**src/rtl/muxsel_adder_pipe_if.sv**
```systemverilog
`default_nettype none
// ----------------------------------------------------------------------------
// muxsel_adder_pipe_if : operand/result handshake bundle for muxsel_adder_pipe
// Rev 1.0
// ----------------------------------------------------------------------------
interface muxsel_adder_pipe_if #(
  parameter int WIDTH = 4,
  parameter int CNT_W = 16
);
  logic             in_valid;
  logic             in_ready;
  logic [WIDTH-1:0] sel;
  logic [WIDTH-1:0] a0;
  logic [WIDTH-1:0] a1;
  logic [WIDTH-1:0] b0;
  logic [WIDTH-1:0] b1;
  logic             cin;
  logic             out_valid;
  logic             out_ready;
  logic [WIDTH-1:0] sum;
  logic             cout;
  logic             all_ones;
  logic [CNT_W-1:0] done_cnt;

  modport master (
    output in_valid, sel, a0, a1, b0, b1, cin, out_ready,
    input  in_ready, out_valid, sum, cout, all_ones, done_cnt
  );

  modport slave (
    input  in_valid, sel, a0, a1, b0, b1, cin, out_ready,
    output in_ready, out_valid, sum, cout, all_ones, done_cnt
  );
endinterface

`default_nettype wire

```
**src/rtl/muxsel_adder_pipe.sv**
```systemverilog
`default_nettype none
// ----------------------------------------------------------------------------
// muxsel_adder_pipe : per-bit mux-selected operand adder, 1- or 2-stage
//                     valid/ready pipe; define SAT_EN to saturate on overflow
// Rev 1.0
// ----------------------------------------------------------------------------
module muxsel_adder_pipe #(
  parameter int WIDTH = 4,
  parameter int LAT   = 2,
  parameter int CNT_W = 16
) (
  input  logic               clk,
  input  logic               rst,
  muxsel_adder_pipe_if.slave bus
);
  localparam int c_half = WIDTH / 2;

  logic [WIDTH-1:0] w_a;
  logic [WIDTH-1:0] w_b;
  logic [WIDTH-1:0] w_res_raw;
  logic [WIDTH-1:0] w_sum_fin;
  logic             w_res_cout;
  logic             w_res_valid;
  logic             w_ld_out;

  logic             r_out_valid;
  logic [WIDTH-1:0] r_sum;
  logic             r_cout;
  logic             r_all_ones;
  logic [CNT_W-1:0] r_done_cnt;

  assign w_a      = (bus.sel & bus.a1) | (~bus.sel & bus.a0);
  assign w_b      = (bus.sel & bus.b1) | (~bus.sel & bus.b0);
  assign w_ld_out = ~r_out_valid | bus.out_ready;

  generate
    if (LAT == 1) begin : g_lat1
      logic [WIDTH:0] w_full;

      assign w_full       = {1'b0, w_a} + {1'b0, w_b} + {{WIDTH{1'b0}}, bus.cin};
      assign w_res_raw    = w_full[WIDTH-1:0];
      assign w_res_cout   = w_full[WIDTH];
      assign w_res_valid  = bus.in_valid;
      assign bus.in_ready = w_ld_out;
    end else begin : g_lat2
      logic              r_v1;
      logic              r_c1;
      logic [c_half-1:0] r_lo;
      logic [c_half-1:0] r_a_hi;
      logic [c_half-1:0] r_b_hi;
      logic [c_half:0]   w_lo_add;
      logic [c_half:0]   w_hi_add;
      logic              w_ld1;

      // The low-half carry is registered so the upper half finishes the ripple next cycle
      assign w_lo_add = {1'b0, w_a[c_half-1:0]} + {1'b0, w_b[c_half-1:0]}
                      + {{c_half{1'b0}}, bus.cin};
      assign w_hi_add = {1'b0, r_a_hi} + {1'b0, r_b_hi} + {{c_half{1'b0}}, r_c1};
      assign w_ld1    = ~r_v1 | w_ld_out;

      always_ff @(posedge clk or posedge rst) begin
        if (rst) begin
          r_v1   <= 1'b0;
          r_c1   <= 1'b0;
          r_lo   <= '0;
          r_a_hi <= '0;
          r_b_hi <= '0;
        end else if (w_ld1) begin
          r_v1 <= bus.in_valid;
          if (bus.in_valid) begin
            r_lo   <= w_lo_add[c_half-1:0];
            r_c1   <= w_lo_add[c_half];
            r_a_hi <= w_a[WIDTH-1:c_half];
            r_b_hi <= w_b[WIDTH-1:c_half];
          end
        end
      end

      assign w_res_raw    = {w_hi_add[c_half-1:0], r_lo};
      assign w_res_cout   = w_hi_add[c_half];
      assign w_res_valid  = r_v1;
      assign bus.in_ready = w_ld1;
    end
  endgenerate

  always_comb begin
    w_sum_fin = w_res_raw;
`ifdef SAT_EN
    if (w_res_cout) begin
      w_sum_fin = '1;
    end
`endif
  end

  always_ff @(posedge clk or posedge rst) begin
    if (rst) begin
      r_out_valid <= 1'b0;
      r_sum       <= '0;
      r_cout      <= 1'b0;
      r_all_ones  <= 1'b0;
    end else if (w_ld_out) begin
      r_out_valid <= w_res_valid;
      if (w_res_valid) begin
        r_sum      <= w_sum_fin;
        r_cout     <= w_res_cout;
        r_all_ones <= &w_sum_fin;
      end
    end
  end

  always_ff @(posedge clk or posedge rst) begin
    if (rst) begin
      r_done_cnt <= '0;
    end else if (r_out_valid && bus.out_ready) begin
      r_done_cnt <= r_done_cnt + 1'b1;
    end
  end

  assign bus.out_valid = r_out_valid;
  assign bus.sum       = r_sum;
  assign bus.cout      = r_cout;
  assign bus.all_ones  = r_all_ones;
  assign bus.done_cnt  = r_done_cnt;
endmodule

`default_nettype wire

```
**src/flat_wrapper.sv**
```systemverilog
// flat-port wrapper written by rule: the top's interface ports become plain ports
module muxsel_adder_pipe_flat 
#(
  parameter int WIDTH = 4,
  parameter int LAT   = 2,
  parameter int CNT_W = 16
)
  (clk, rst, bus_in_valid, bus_sel, bus_a0, bus_a1, bus_b0, bus_b1, bus_cin, bus_out_ready, bus_in_ready, bus_out_valid, bus_sum, bus_cout, bus_all_ones, bus_done_cnt);
  muxsel_adder_pipe_if #(.WIDTH(WIDTH), .CNT_W(CNT_W)) bus_i ();
  input  logic clk;
  input  logic rst;
  input wire logic [$bits(bus_i.in_valid)-1:0] bus_in_valid;
  input wire logic [$bits(bus_i.sel)-1:0] bus_sel;
  input wire logic [$bits(bus_i.a0)-1:0] bus_a0;
  input wire logic [$bits(bus_i.a1)-1:0] bus_a1;
  input wire logic [$bits(bus_i.b0)-1:0] bus_b0;
  input wire logic [$bits(bus_i.b1)-1:0] bus_b1;
  input wire logic [$bits(bus_i.cin)-1:0] bus_cin;
  input wire logic [$bits(bus_i.out_ready)-1:0] bus_out_ready;
  output wire logic [$bits(bus_i.in_ready)-1:0] bus_in_ready;
  output wire logic [$bits(bus_i.out_valid)-1:0] bus_out_valid;
  output wire logic [$bits(bus_i.sum)-1:0] bus_sum;
  output wire logic [$bits(bus_i.cout)-1:0] bus_cout;
  output wire logic [$bits(bus_i.all_ones)-1:0] bus_all_ones;
  output wire logic [$bits(bus_i.done_cnt)-1:0] bus_done_cnt;
  assign bus_i.in_valid = bus_in_valid;
  assign bus_i.sel = bus_sel;
  assign bus_i.a0 = bus_a0;
  assign bus_i.a1 = bus_a1;
  assign bus_i.b0 = bus_b0;
  assign bus_i.b1 = bus_b1;
  assign bus_i.cin = bus_cin;
  assign bus_i.out_ready = bus_out_ready;
  assign bus_in_ready = bus_i.in_ready;
  assign bus_out_valid = bus_i.out_valid;
  assign bus_sum = bus_i.sum;
  assign bus_cout = bus_i.cout;
  assign bus_all_ones = bus_i.all_ones;
  assign bus_done_cnt = bus_i.done_cnt;
  muxsel_adder_pipe #(.WIDTH(WIDTH), .LAT(LAT), .CNT_W(CNT_W)) u_core (.clk(clk), .rst(rst), .bus(bus_i));
endmodule
```
**config.mk**
```make
export PLATFORM = sky130hd
export DESIGN_NAME = muxsel_adder_pipe_flat
export DESIGN_NICKNAME = d
export VERILOG_FILES = /design/src/rtl/muxsel_adder_pipe_if.sv /design/src/rtl/muxsel_adder_pipe.sv /design/src/flat_wrapper.sv
export SDC_FILE = /design/constraint.sdc
export NUM_CORES = 1
export LEC_CHECK = 0
export CORE_ASPECT_RATIO = 1.1
export CORE_MARGIN = 5
export CORE_UTILIZATION = 41
export DETAILED_ROUTE_END_ITERATION = 6
export PLACE_DENSITY = 0.76
export SLEW_MARGIN = 20
export SYNTH_ARGS = -nofsm -noshare
export SYNTH_HDL_FRONTEND = slang
export SYNTH_SLANG_ARGS = --single-unit
```
**constraint.sdc**
```tcl
create_clock -name clk -period 1.7 [get_ports clk]
set_input_delay 0.425 -clock clk [delete_from_list [all_inputs] [get_ports clk]]
set_output_delay 0.425 -clock clk [all_outputs]
set_load 0.005 [all_outputs]
```
# ---- Word level (Yosys, flattened, before mapping)
# Index checks and enable logic that the tools add are counted.
dict set report classes {
  n_addsub 5
  n_bitwise 11
  n_reduce_logical 4
}
# operator n
set op_table {}
lappend op_table {{$add A16 B1 Y16 const B} 1}
lappend op_table {{$and A4 B4 Y4} 4}
lappend op_table {{$or A4 B4 Y4} 2}
lappend op_table {{$add A2 B2 Y3} 2}
lappend op_table {{$add A3 B1 Y3} 2}
lappend op_table {{$not A4 Y4} 1}
lappend op_table {{$reduce_and A2 Y1} 2}
lappend op_table {{$reduce_and A4 Y1} 1}
lappend op_table {{$not A1 Y1} 2}
lappend op_table {{$or A1 B1 Y1} 2}
lappend op_table {{$logic_and A1 B1 Y1} 1}
dict set report word_totals {
  reg_bits 31
  inputBits 25
  output_inout_bits 24
  elab_cells 30
}

# ---- Depth between registers and ports, before layout
# Gate-level depths: netlist of run 1.
dict set report logic_depth {
  word_depth 5
  depth_mapped 5
  depth_no_buf 4
}

# ---- Worst setup path after synthesis of run 1
# No wires, ideal clock.
dict set report synth_timing {
  kind {register to register}
  start {register u_core.g_lat2.r_b_hi[0]}
  end {register u_core.r_all_ones, in the netlist u_core.bus.all_ones}
  setup_time_ns 0.110
  arrival_time_ns 1.546
  required_time_ns 1.590
  setup_slack_ns 0.043
  stages_incl_launch_ff 5
  path_buffers 0
  period_less_slack_ns 1.657
  path_cell_list {dfrtp_1 > inv_1 > fa_1 > fa_1 > o41ai_1}
}
dict set report synth_between {
  elab_chain_cells 3
}
# item line
set synth_lines {}
lappend synth_lines {{start, declared} muxsel_adder_pipe.sv:50} ;# logic [c_half-1:0] r_b_hi;
lappend synth_lines {{start signal, assigned} muxsel_adder_pipe.sv:74} ;# r_b_hi <= w_b[WIDTH-1:c_half];
lappend synth_lines {{$add A2 B2 Y3} muxsel_adder_pipe.sv:58} ;# assign w_hi_add = {1'b0, r_a_hi} + {1'b0, r_b_hi} + {{c_half{1'b0}}, r_c1};
lappend synth_lines {{$add A3 B1 Y3} muxsel_adder_pipe.sv:58}
lappend synth_lines {{$reduce_and A4 Y1} muxsel_adder_pipe.sv:106} ;# r_all_ones <= &w_sum_fin;
lappend synth_lines {{end signal, assigned} muxsel_adder_pipe.sv:106}
lappend synth_lines {{end, declared} muxsel_adder_pipe.sv:29} ;# logic r_all_ones;
# Every way passes these cells.
# A chain may end at the register's enable or synchronous reset.

# ---- Worst setup path in the final report of run 1
dict set report layout_timing {
  start {register u_core.r_done_cnt[12], in the netlist u_core.bus.done_cnt[12]}
  end {output port bus_done_cnt[12]}
}
# item line
set layout_rtl {}
lappend layout_rtl {{start, declared} muxsel_adder_pipe.sv:30} ;# logic [CNT_W-1:0] r_done_cnt;
lappend layout_rtl {{start signal, assigned} muxsel_adder_pipe.sv:115} ;# r_done_cnt <= r_done_cnt + 1'b1;
lappend layout_rtl {{end, declared} flat_wrapper.sv:25} ;# output wire logic [$bits(bus_i.done_cnt)-1:0] bus_done_cnt;
# No word-level cell between the ends.

==> results.txt, run 1 <==
The top cell type by area accounts for 52.68% of the synthesized area. Final hold violation count: 0. The layout-stage area growth over the synthesis result is 56.24%. In this run the core area contains 22 standard-cell rows. Derived from the worst setup path, the maximum achievable clock frequency is 607.4 MHz. The tools report the terminus of the critical flop-to-flop path as u_core.bus.all_ones. Among all cell types in the netlist, the one instantiated most often is sky130_fd_sc_hd__dfrtp_1. Data arrives at the worst endpoint at 1.22 ns.

At the end of routability-driven placement, the weighted congestion stood at 0.7961. Setup slack on the critical path of the routed design comes to 0.05354 ns. The routed design uses 240 µm of met3 wire. The startpoint identified for the worst register-to-register timing path is u_core.g_lat2.r_b_hi[0]. The flow ran to the end, and the final reports show no timing, DRC or antenna violations. The run gives 1807 µm as the wire length on met2. Of the available clock period, the critical path in the final layout requires 96.85%. The critical path goes through clkdlybuf4s50_1. Routed signal wires occupy layers up through met4. The deepest level of the CTS H-tree is 2. Overflow left after global routing: 0. TritonCTS built the clock tree. Across all hold checks on the routed design, the worst slack comes to 0.4558 ns.

In this run the horizontal extent of the chip is 67.15 µm. The height of the die was 72.86 µm. The tools report the first-pass detailed-route iteration total as 4. The post-detailed-route wirelength per cell was 13.10 µm. The run gives 0 as the reported max-cap violation count. After legalization and detailed placement, the total HPWL measured 2461 µm. The global-route wire length before repair is 5402 µm, and the mean post-synth cell area is 11.69 µm².

In this run the power density over the cells is 997.8 nW/µm². The pre-CTS worst setup slack came out at -0.4614 ns. The wire length reported by the detailed router was 3327 µm. The critical path's largest stage delay was 0.51 ns; the count of pins on the block boundary was 49.

The total of buffers placed on input and output ports came out at 48. In this run the static leakage power is 1.184 nW. Once the floorplan was initialized, standard cells occupied 43.15% of the core. The largest delay contributor family on the critical path was buffers and inverters. Summing over every cut layer, the via total after detailed routing is 1215. Setup slack on the worst reg-to-reg path comes out at 0.09 ns. Setup repair after global routing left no endpoint under its margin.

The post-route netlist has 23.79% of its cells at a drive strength greater than 1. The netlist uses 25 different library cells. By startpoint and endpoint, the worst setup path is classified as reg -> out. Of all flip-flops after synthesis, the portion carrying an async set or reset was 100.0%. The count of flip-flops with a built-in enable after synthesis is 0, and the mean number of vias per cell is 4.783.

The critical path's slowest cell is sky130_fd_sc_hd__clkdlybuf4s50_1. Pin count of the biggest net entering global routing: 32. During synthesis, Yosys emitted a total of 0 warnings.

The count of final max-slew check failures came out at 0. Measured against its own limit, the worst slew margin works out to 74.23%. Once placement completed, the tool counted placed cells totaling 225. The most used flip-flop cell after synthesis is sky130_fd_sc_hd__dfrtp_1. The clock arrives with 0.01261 ns of skew. Total buffers and inverters traversed by the critical path: 1. The clock tree root driver cell is sky130_fd_sc_hd__clkbuf_4. The logs give 1.27 ns for the data required time at the worst endpoint and 254 for the final standard cell count with taps included and fillers excluded. STA classifies the critical path startpoint as a flop.

By area the synthesized netlist is led by sky130_fd_sc_hd__dfrtp_1 (53%), sky130_fd_sc_hd__fa_1 (5.4%), sky130_fd_sc_hd__mux2i_1 (5.4%). Sorting the synthesized cells by how often they occur yields sky130_fd_sc_hd__dfrtp_1 (31), sky130_fd_sc_hd__nand2_1 (19), sky130_fd_sc_hd__o21ai_0 (10). In the final layout, flip-flops and latches occupy 778.2 µm². After detailed routing, the number of remaining DRC violations is 0. After clock tree synthesis, the clock-pin slew on the worst setup and hold paths is 0.10 ns. Once detail routing completed, the nets flagged for antenna violations numbered 0. For the count of final setup violators, the log shows 0. The number of nets handed over by synthesis was 156.

In the final routing, the length of wire on met1 measures 1242 µm. The run gives 1306 as the number of global-route vias before repair. The register bit total from synthesis is 31, and the number of CTS-inserted buffers is 5. Clock sink count: 31.

The tools report the area of the core as 3413 µm². Summing every instance area after synthesis gives 1473 µm². The floorplan step defined a die boundary enclosing 4892 µm². The worst path needs 1.646 ns of the cycle, external delays included.

The number of antenna diodes in the final layout is 0. The pin slew with the least headroom to its limit is 0.3866 ns, and the overall routing resource usage is 15.14%. The filler cells instantiated in the layout total 301.

The number of cells on the worst reg-to-reg path is 4. In this run the deepest clock path goes through 2 buffers. The number of DRC violations after detailed-routing iteration 0 is 49, and the clock insertion delay at the later pin of the skew report is 0.33 ns. The tools report the multi-input combinational cell area as 676.9 µm².

Of the synthesized area, sequential elements account for 52.68%. STA classifies the critical path endpoint as a primary output. The worst-case IR drop observed on VDD is 0.4926 mV. The worst hold path belongs to the class in -> async.

The number of nets in the final layout was 235. The initial antenna violation count is 0, and the count of mapped cells out of synthesis is 126. The biggest fanout along the worst timing path works out to 2. Post-synthesis cell type with the largest combined area: sky130_fd_sc_hd__dfrtp_1.
## placed cells by master (no fill, tap or decap), types with 2 or more instances in the layout
| cell type | n |
|---|---|
| sky130_fd_sc_hd__buf_4 | 26 |
| sky130_fd_sc_hd__clkbuf_4 | 5 |
| sky130_fd_sc_hd__clkbuf_8 | 2 |
| sky130_fd_sc_hd__clkdlybuf4s50_1 | 36 |
| sky130_fd_sc_hd__dfrtp_1 | 29 |
| sky130_fd_sc_hd__dfrtp_2 | 2 |
| sky130_fd_sc_hd__dlygate4sd2_1 | 2 |
| sky130_fd_sc_hd__dlymetal6s2s_1 | 9 |
| sky130_fd_sc_hd__fa_1 | 2 |
| sky130_fd_sc_hd__fa_2 | 2 |
| sky130_fd_sc_hd__inv_1 | 6 |
| sky130_fd_sc_hd__mux2_2 | 3 |
| sky130_fd_sc_hd__mux2i_1 | 7 |
| sky130_fd_sc_hd__nand2_1 | 19 |
| sky130_fd_sc_hd__nand2b_1 | 2 |
| sky130_fd_sc_hd__nand3_1 | 5 |
| sky130_fd_sc_hd__nand4_1 | 4 |
| sky130_fd_sc_hd__nor2_1 | 3 |
| sky130_fd_sc_hd__nor3_1 | 2 |
| sky130_fd_sc_hd__nor4_4 | 2 |
| sky130_fd_sc_hd__o21ai_0 | 9 |
| sky130_fd_sc_hd__xnor2_1 | 8 |
| sky130_fd_sc_hd__xor2_1 | 7 |
## metrics by stage
stage / area [µm²] / power (mW) / TNS (ns) / util, %
after floorplan: 1473 / 1.309 / 0 / -
after global routing: 2301 / 2.446 / 0 / 67.41
after global placement: 2041 / 1.684 / -3.490 / 59.79
after CTS: 2223 / 2.326 / 0 / 65.14
after detailed placement: 2041 / 1.723 / -4.343 / 59.79
final: 2301 / 2.296 / 0 / 67.41
## state kept, by name, summed over array words and instances, names as in the netlist, 2 cells and up
signal / count
u_core.g_lat2.r_b_hi: 2
u_core.bus.done_cnt: 16
u_core.g_lat2.r_lo: 2
u_core.bus.sum: 4
u_core.g_lat2.r_a_hi: 2
## routing by layer
metal | global-route usage (%) | vias to the layer above
met2 | 27.73 | 49
met3 | 4.468 | 3
met1 | 15.30 | 582
li1 | - | 581
met4 | 7.432 | 0
met5 | 0 | -
## cell type report
cell class | instances | area share, %
sequential | 31 | 33.82
timing repair buffer | 74 | 30.02
multi-input combinational | 86 | 29.42
clock buffer | 8 | 2.991
tap | 48 | 2.610
inverter | 7 | 1.142
## how the worst max path moves through the flow
stage	endpoint	cells past startpoint	startpoint
5_1_grt	bus_done_cnt[12]	1	u_core.bus.done_cnt[12]
4_1_cts	bus_done_cnt[9]	1	u_core.bus.done_cnt[9]
3_3_place_gp	u_core.g_lat2.r_lo[1]	5	bus_sel[0]
6_report	bus_done_cnt[12]	1	u_core.bus.done_cnt[12]
2_1_floorplan	u_core.bus.all_ones	4	u_core.g_lat2.r_b_hi[0]
3_5_place_dp	u_core.g_lat2.r_lo[1]	5	bus_sel[0]
## where the power goes
group | internal [mW] | switching, mW
registers | 0.893 | 0.0991
clock network | 0.243 | 0.243
logic | 0.488 | 0.329
total | 1.62 | 0.671
## logic make-up (layout without fill, tap and decap cells)
kind of cell,Yosys count,in the layout,synth area share [%]
buf+inv,9,89,2.464
mux,11,11,7.732
fa+ha+maj,5,5,6.287
flops,31,31,52.68
simple gates,44,44,17.93
compound gates,11,11,3.993
xor+xnor,15,15,8.921
## timing repair
| item | CTS | global route |
|---|---|---|
| setup endpoints to repair | 16 | 11 |
| buffers inserted | 13 | 8 |
| hold buffers | 0 | 0 |
| pin swaps | 2 | 3 |
| gates resized for setup | 10 | 12 |
Note: power is estimated with default switching activity, not from simulation.
==> run 2: changes to the inputs <==
--- a/config.mk
+++ b/config.mk
@@ -9,8 +9,9 @@
 export CORE_MARGIN = 5
 export CORE_UTILIZATION = 41
 export DETAILED_ROUTE_END_ITERATION = 6
-export PLACE_DENSITY = 0.76
+export PLACE_DENSITY = 0.85
 export SLEW_MARGIN = 20
 export SYNTH_ARGS = -nofsm -noshare
 export SYNTH_HDL_FRONTEND = slang
 export SYNTH_SLANG_ARGS = --single-unit
+export TNS_END_PERCENT = 10
==> results.txt, run 2 (synthesis results as in run 1) <==
The fraction of power spent switching nets came out at 28.68% (-0.56 points). The number of flip-flops in the largest register is 16 (unchanged). The worst min-delay path class was in -> async.

The pin count of the biggest net entering global routing is 32 (unchanged). The logs give 1109 (-8.7%) for the total via count after detailed routing and 0.4863 mV (-1.3%) for the worst supply voltage drop on vdd. The first-pass detailed-route iteration total was 4 (unchanged); the arrival time at the worst endpoint was 1.89 ns (+0.67 ns).

The logs give 2431 µm (-1.2%) for the total half-perimeter wirelength after legalization and detailed placement and 31 (unchanged) for the clock sink count. The logs give 1.091 nW (-7.9%) for the leakage dissipation and 0.07 ns (-0.02 ns) for the setup slack on the worst flop-to-flop path. The area growth from synthesis to layout is 44.86%. The global-route wire length before repair was 4795 µm (-11%). The pin slew with the least headroom to its limit was 0.3870 ns (+0.0004468 ns); the met3 global-route usage was 5.085% (+0.62 points). The total of buffers placed on input and output ports was 48 (unchanged). The endpoint class of the critical path is a flop. The share of the cycle needed by the critical path after routing is 99.01% (+2.2 points), and the count of pins on the block boundary is 49 (unchanged). For the peak clock frequency supported by timing, the log shows 594.1 MHz (-2.2%). The run gives 0 (unchanged) as the total inserted antenna cells. The clock input transition at the sequential cells of the worst setup and hold paths works out to 0.10 ns (about the same). The wire length reported by the detailed router was 3009 µm (-9.6%); the die width was 67.15 µm (unchanged). Met1 demand-to-capacity share in global routing: 13.61% (-1.7 points). The layout cell share with drive strength beyond 1 was 14.52% (-9.3 points); the final estimated routing congestion in global placement was 0.8105 (+1.8%). For the worst max-slew margin expressed relative to the limit, the log shows 74.20% (about the same). The die footprint was 4892 µm² (unchanged). The library cell used most frequently in the layout, excluding fill and tap cells, is sky130_fd_sc_hd__dfrtp_1.

The part of the power in the clock network was 26.9% (+5.7 points); the final hold slack was 0.4528 ns (-0.003044 ns). The count of filler cells inserted in the layout is 309 (+2.7%). The power density over cell area is 1053 nW/µm² (+5.5%). The worst setup path is launched from a primary input. The tools report the number of CTS-inserted buffers as 5 (unchanged).

In the layout the commonest cells are sky130_fd_sc_hd__dfrtp_1 (29), sky130_fd_sc_hd__clkdlybuf4s50_1 (28), sky130_fd_sc_hd__nand2_1 (19). Reported max-cap violation count: 0 (unchanged). The clock tree root driver cell is sky130_fd_sc_hd__clkbuf_4. The final routed DRC violation total came out at 0 (unchanged). The number of nets in the final layout is 215 (-8.5%), and the mean number of vias per cell is 4.739 (-0.92%). The post-detailed-route wirelength per cell is 12.86 µm (-1.8%). The overflow left after global routing is 0 (unchanged), and the height of the die is 72.86 µm (unchanged). For the sequential fraction of design power, the log shows 46.7% (+3.5 points). The tools report the overall routing resource usage as 13.25% (-1.9 points). In this run the most used layer during global routing was met2. The post-route minimum period was 1.683 ns (+0.03674 ns). The data required time at the worst endpoint is 1.91 ns (+0.64 ns). The tools report the pre-CTS worst setup slack as -0.4998 ns (-0.03835 ns). The logs give 1.602 mW (-1.4%) for the cell-internal power and 0.01081 ns (-0.001808 ns) for the post-route clock skew. The flow ran to the end, and the final reports show no timing, DRC or antenna violations.

Final hold violation count: 0 (unchanged). The fraction of power consumed by combinational cells was 26.5% (-9.1 points). The tools report the number of buffers on the longest clock path as 2 (unchanged). TritonCTS built the clock tree.

Number of global-route vias before repair: 1152 (-12%). The initial antenna violation count is 0 (unchanged), and the number of DRC violations after detailed-routing iteration 0 is 47 (-4.1%). The deepest level of the CTS H-tree was 2 (unchanged).

The logs give 43.15% (unchanged) for the initial standard-cell utilization of the core and 24.02% (-3.7 points) for the global-route met2 utilization. Net switching power of the design: 0.6440 mW (-4.1%). The biggest fanout along the worst timing path is 1 (-1), and the slack of the critical path is 0.01680 ns (-0.03674 ns).

The number of rows in the core area came out at 22 (unchanged). The remaining antenna violation count was 0 (unchanged); the count of final setup violators was 0 (unchanged). The area of the core was 3413 µm² (unchanged); the clock insertion delay at the later pin of the skew report was 0.34 ns (about the same). For the total of hold buffers inserted after clock tree synthesis, the log shows 0 (unchanged). The setup path with the least slack is of type in -> reg.

Setup repair after global routing could not meet its margin everywhere. Count of final max-slew check failures: 0 (unchanged).
[run 2: cell count changes in the layout (fill, tap and decap cells not counted), sizes merged]
cell,before,now
buf,26,6
bufinv,0,1
clkbuf,9,7
clkdlybuf4s50,36,28
clkinv,0,1
dlygate4sd2,2,15
dlymetal6s2s,9,4
[run 2: worst max-delay path, cell delays in order]
cell and delay, ns:
sky130_fd_sc_hd__clkdlybuf4s50_1 0.46, sky130_fd_sc_hd__mux2i_1 0.09, sky130_fd_sc_hd__fa_2 0.37, sky130_fd_sc_hd__fa_1 0.48, sky130_fd_sc_hd__o21ai_1 0.07
[run 2: layer usage]
layer,part of all wire [%],vias to the layer above
met5,0,-
met4,1.5,0
met3,8.1,4
met2,50,46
met1,40,514
li1,-,545
[run 2: path summary, 6_finish.rpt]
check / startpoint / endpoint / cells after the start
setup / recovery: bus_b1[0] / u_core.g_lat2.r_lo[1] / 5
hold / removal: rst / u_core.bus.done_cnt[6] / 3
setup reg to reg: u_core.g_lat2.r_b_hi[0] / u_core.bus.all_ones / 4
hold reg to reg: u_core.bus.done_cnt[15] / u_core.bus.done_cnt[15] / 1
max in group asynchronous: rst / u_core.bus.done_cnt[3] / 3
min in group clk: u_core.bus.done_cnt[15] / u_core.bus.done_cnt[15] / 1
[run 2: layout make-up]
class | instances | area, µm² | share of cell area [%]
multi-input combinational | 86 | 670.6 | 31.44
tap | 48 | 60.06 | 2.815
inverter | 7 | 26.28 | 1.232
timing repair buffer | 54 | 511.7 | 23.99
clock inverter | 2 | 35.03 | 1.642
sequential | 31 | 778.2 | 36.48
clock buffer | 6 | 51.30 | 2.405
[run 2: power by group through the flow]
stage	Combinational [mW]	Clock, mW	Sequential (mW)
3_5_place_dp	0.655	0	1.06
6_report	0.594	0.603	1.05
4_1_cts	0.620	0.622	1.05
3_3_place_gp	0.631	0	1.05
2_1_floorplan	0.268	0	1.04
5_1_grt	0.664	0.653	1.07
[run 2: stage by stage]
step | setup TNS [ns] | cells | area, µm² | util [%] | power [mW]
floorplan | 0 | 126 | 1473 | - | 1.309
global placement | -3.334 | 225 | 2041 | 59.79 | 1.686
detailed placement | -4.297 | 225 | 2041 | 59.79 | 1.718
CTS | 0 | 234 | 2128 | 62.35 | 2.296
global route | -0.009245 | 234 | 2133 | 62.50 | 2.392
finish | 0 | 234 | 2133 | 62.50 | 2.246
[run 2: what timing repair did]
action,4_1_cts,5_1_grt
gates resized for setup,22,5
endpoints found under the setup margin,19,6
pin swaps,1,0
setup buffers,1,0
==> run 3: changes to the inputs <==
--- a/config.mk
+++ b/config.mk
@@ -14,4 +14,4 @@
 export SYNTH_ARGS = -nofsm -noshare
 export SYNTH_HDL_FRONTEND = slang
 export SYNTH_SLANG_ARGS = --single-unit
-export TNS_END_PERCENT = 10
+export TNS_END_PERCENT = 20
==> results.txt, run 3 (synthesis results as in run 1) <==
The total inserted antenna cells was 0 (unchanged). TritonCTS built the clock tree. The first-pass detailed-route iteration total was 4 (unchanged). The biggest fanout along the worst timing path was 1 (unchanged). The logs give 43.15% (unchanged) for the initial standard-cell utilization of the core and 0 (unchanged) for the final hold violation count. The setup slack on the worst flop-to-flop path is 0.07 ns (about the same).

The height of the die was 72.86 µm (unchanged). The post-detailed-route wirelength per cell was 12.80 µm (-0.43%); the die footprint was 4892 µm² (unchanged). The logs give 594.2 MHz (about the same) for the peak clock frequency supported by timing and 2 (unchanged) for the deepest level of the CTS H-tree. The critical path goes through clkdlybuf4s50_1, mux2i_1, fa_2, fa_1, o21ai_1. Number of buffers on the longest clock path: 2 (unchanged). The logs give 1.91 ns (about the same) for the data required time at the worst endpoint and 32 (unchanged) for the pin count of the biggest net entering global routing. The overall routing resource usage came out at 13.25% (unchanged). The number of nets in the final layout came out at 216 (+0.47%). The run gives 0.01709 ns (+0.0002935 ns) as the slack of the critical path. The power after layout was 2.273 mW (+1.2%). The logs give 1153 (+0.087%) for the number of global-route vias before repair and 0.5108 mV (+5.0%) for the worst supply voltage drop on vdd. The startpoint-to-endpoint class of the critical path is in -> reg.

The clock input transition at the sequential cells of the worst setup and hold paths was 0.11 ns (about the same). The critical path's largest stage delay is 0.48 ns (about the same), and the number of CTS-inserted buffers is 5 (unchanged). Total via count after detailed routing: 1114 (+0.45%). Terminus of the critical flop-to-flop path: u_core.bus.all_ones. The tools report the clock sink count as 31 (unchanged).

The tools report the clock tree root driver cell as sky130_fd_sc_hd__clkbuf_4. The area of the core is 3413 µm² (unchanged). For this design, the slowest cell found on the critical path is sky130_fd_sc_hd__fa_1.

The library cells used most frequently in the layout, excluding fill and tap cells, are sky130_fd_sc_hd__clkdlybuf4s50_1 (29), sky130_fd_sc_hd__dfrtp_1 (29), sky130_fd_sc_hd__nand2_1 (19). The tools report the number of rows in the core area as 22 (unchanged). The worst register-to-register path begins at u_core.g_lat2.r_b_hi[0].

The number of flip-flops in the largest register came out at 16 (unchanged). Broken down by cell family, the worst path's largest delay share belongs to adder cells. The share of the cycle needed by the critical path after routing is 98.99% (about the same), and the pin slew with the least headroom to its limit is 0.3860 ns (-0.0009792 ns).

The global-route wire length before repair was 4795 µm (unchanged). The power density over cell area works out to 1061 nW/µm² (+0.82%). The worst setup path startpoint was bus_b1[0]. The number of DRC violations after detailed-routing iteration 0 was 36 (-23%). The arrival time at the worst endpoint was 1.89 ns (about the same). The layout cell share with drive strength beyond 1 came out at 14.97% (+0.46 points). Setup repair after global routing could not meet its margin everywhere. The total buffers and inverters traversed by the critical path was 1 (unchanged); the post-route clock skew was 0.01182 ns (+0.001016 ns). Cell depth of the worst setup path: 5 (unchanged). The run gives 0 (unchanged) as the overflow left after global routing. Worst min-delay path class: in -> async. In this run the worst setup path terminates at u_core.g_lat2.r_lo[1]. The logs give 0 (unchanged) for the reported max-cap violation count and 0 (unchanged) for the count of final setup violators. The run finished with clean final reports. The die width was 67.15 µm (unchanged); the clock insertion delay at the later pin of the skew report was 0.34 ns (about the same). The tools report the leakage dissipation as 1.094 nW (+0.32%). The count of filler cells inserted in the layout was 309 (unchanged). The count of pins on the block boundary is 49 (unchanged). The total of buffers placed on input and output ports was 48 (unchanged). The run gives -0.4998 ns (unchanged) as the pre-CTS worst setup slack. The total of hold buffers inserted after clock tree synthesis is 0 (unchanged), and the final estimated routing congestion in global placement is 0.8105 (unchanged). Count of final max-slew check failures: 0 (unchanged). The final routed DRC violation total is 0 (unchanged). The area growth from synthesis to layout is 45.45%. The remaining antenna violation count came out at 0 (unchanged). Total half-perimeter wirelength after legalization and detailed placement: 2431 µm (unchanged).

Post-route minimum period: 1.683 ns (-0.0002935 ns). The mean number of vias per cell was 4.740 (about the same). The worst setup path is launched from a primary input. STA classifies the critical path endpoint as a flop. The worst max-slew margin expressed relative to the limit is 74.26% (about the same), and the initial antenna violation count is 0 (unchanged). The number of cells on the worst reg-to-reg path works out to 4 (unchanged). Wire length reported by the detailed router: 3009 µm (unchanged).
run 3: cell count changes in the layout (fill, tap and decap cells not counted), sizes merged:
cell	before	now
buf	6	7
clkdlybuf4s50	28	29
dlygate4sd2	15	14
run 3: worst min path at each step:
stage | startpoint | endpoint | slack [ns] | depth (start not counted)
6_report | rst | u_core.bus.done_cnt[2] | 0.46 | 3
3_3_place_gp | u_core.bus.done_cnt[15] | u_core.bus.done_cnt[15] | 0.46 | 1
3_5_place_dp | u_core.bus.done_cnt[15] | u_core.bus.done_cnt[15] | 0.46 | 1
2_1_floorplan | u_core.g_lat2.r_a_hi[0] | u_core.g_lat2.r_a_hi[0] | 0.45 | 2
5_1_grt | rst | u_core.bus.sum[3] | 0.49 | 3
4_1_cts | rst | u_core.bus.done_cnt[6] | 0.45 | 3
run 3: metrics by stage:
stage | instance area [µm²] | TNS, ns | hold slack, ns | util [%] | cells
2_1_floorplan | 1473 | 0 | 0.4498 | - | 126
3_3_place_gp | 2041 | -3.334 | 0.4588 | 59.79 | 225
3_5_place_dp | 2041 | -4.297 | 0.4636 | 59.79 | 225
4_1_cts | 2137 | 0 | 0.4487 | 62.61 | 235
5_1_grt | 2142 | -0.009245 | 0.4858 | 62.76 | 235
6_report | 2142 | 0 | 0.4573 | 62.76 | 235
run 3: routing by layer:
metal | up-vias | share of wire [%] | global-route usage, %
met1 | 517 | 41 | 13.61
met2 | 46 | 50 | 24.02
li1 | 547 | - | -
met5 | - | 0 | 0
met3 | 4 | 8.1 | 5.085
met4 | 0 | 1.5 | 4.730
run 3: power by group:
group / internal (mW) / total [mW] / switching (mW)
combinational: 0.385 / 0.635 / 0.251
clock: 0.347 / 0.605 / 0.257
sequential: 0.893 / 1.03 / 0.140
total: 1.62 / 2.27 / 0.649
run 3: timing repair:
item / CTS / global route
pin swaps: 1 / 0
gates resized for setup: 21 / 5
setup buffers: 2 / 0
endpoints found under the setup margin: 19 / 6
gates cloned: 0 / 0
run 3: final cells by class:
cell class / count / area, µm² / area share [%]
clock buffer: 6 / 51.30 / 2.395
clock inverter: 2 / 35.03 / 1.636
inverter: 7 / 26.28 / 1.227
multi-input combinational: 86 / 670.6 / 31.31
sequential: 31 / 778.2 / 36.33
tap: 48 / 60.06 / 2.804
timing repair buffer: 55 / 520.5 / 24.30
run 3: worst register-to-register path, delay by kind of cell, from the launching register on:
kind                     cells  cell delay, ns
adder cells (fa/ha/maj)      2            0.91
flip-flops                   1            0.35
AO/OA/AOI/OAI                1            0.21
buffers and inverters        1            0.06
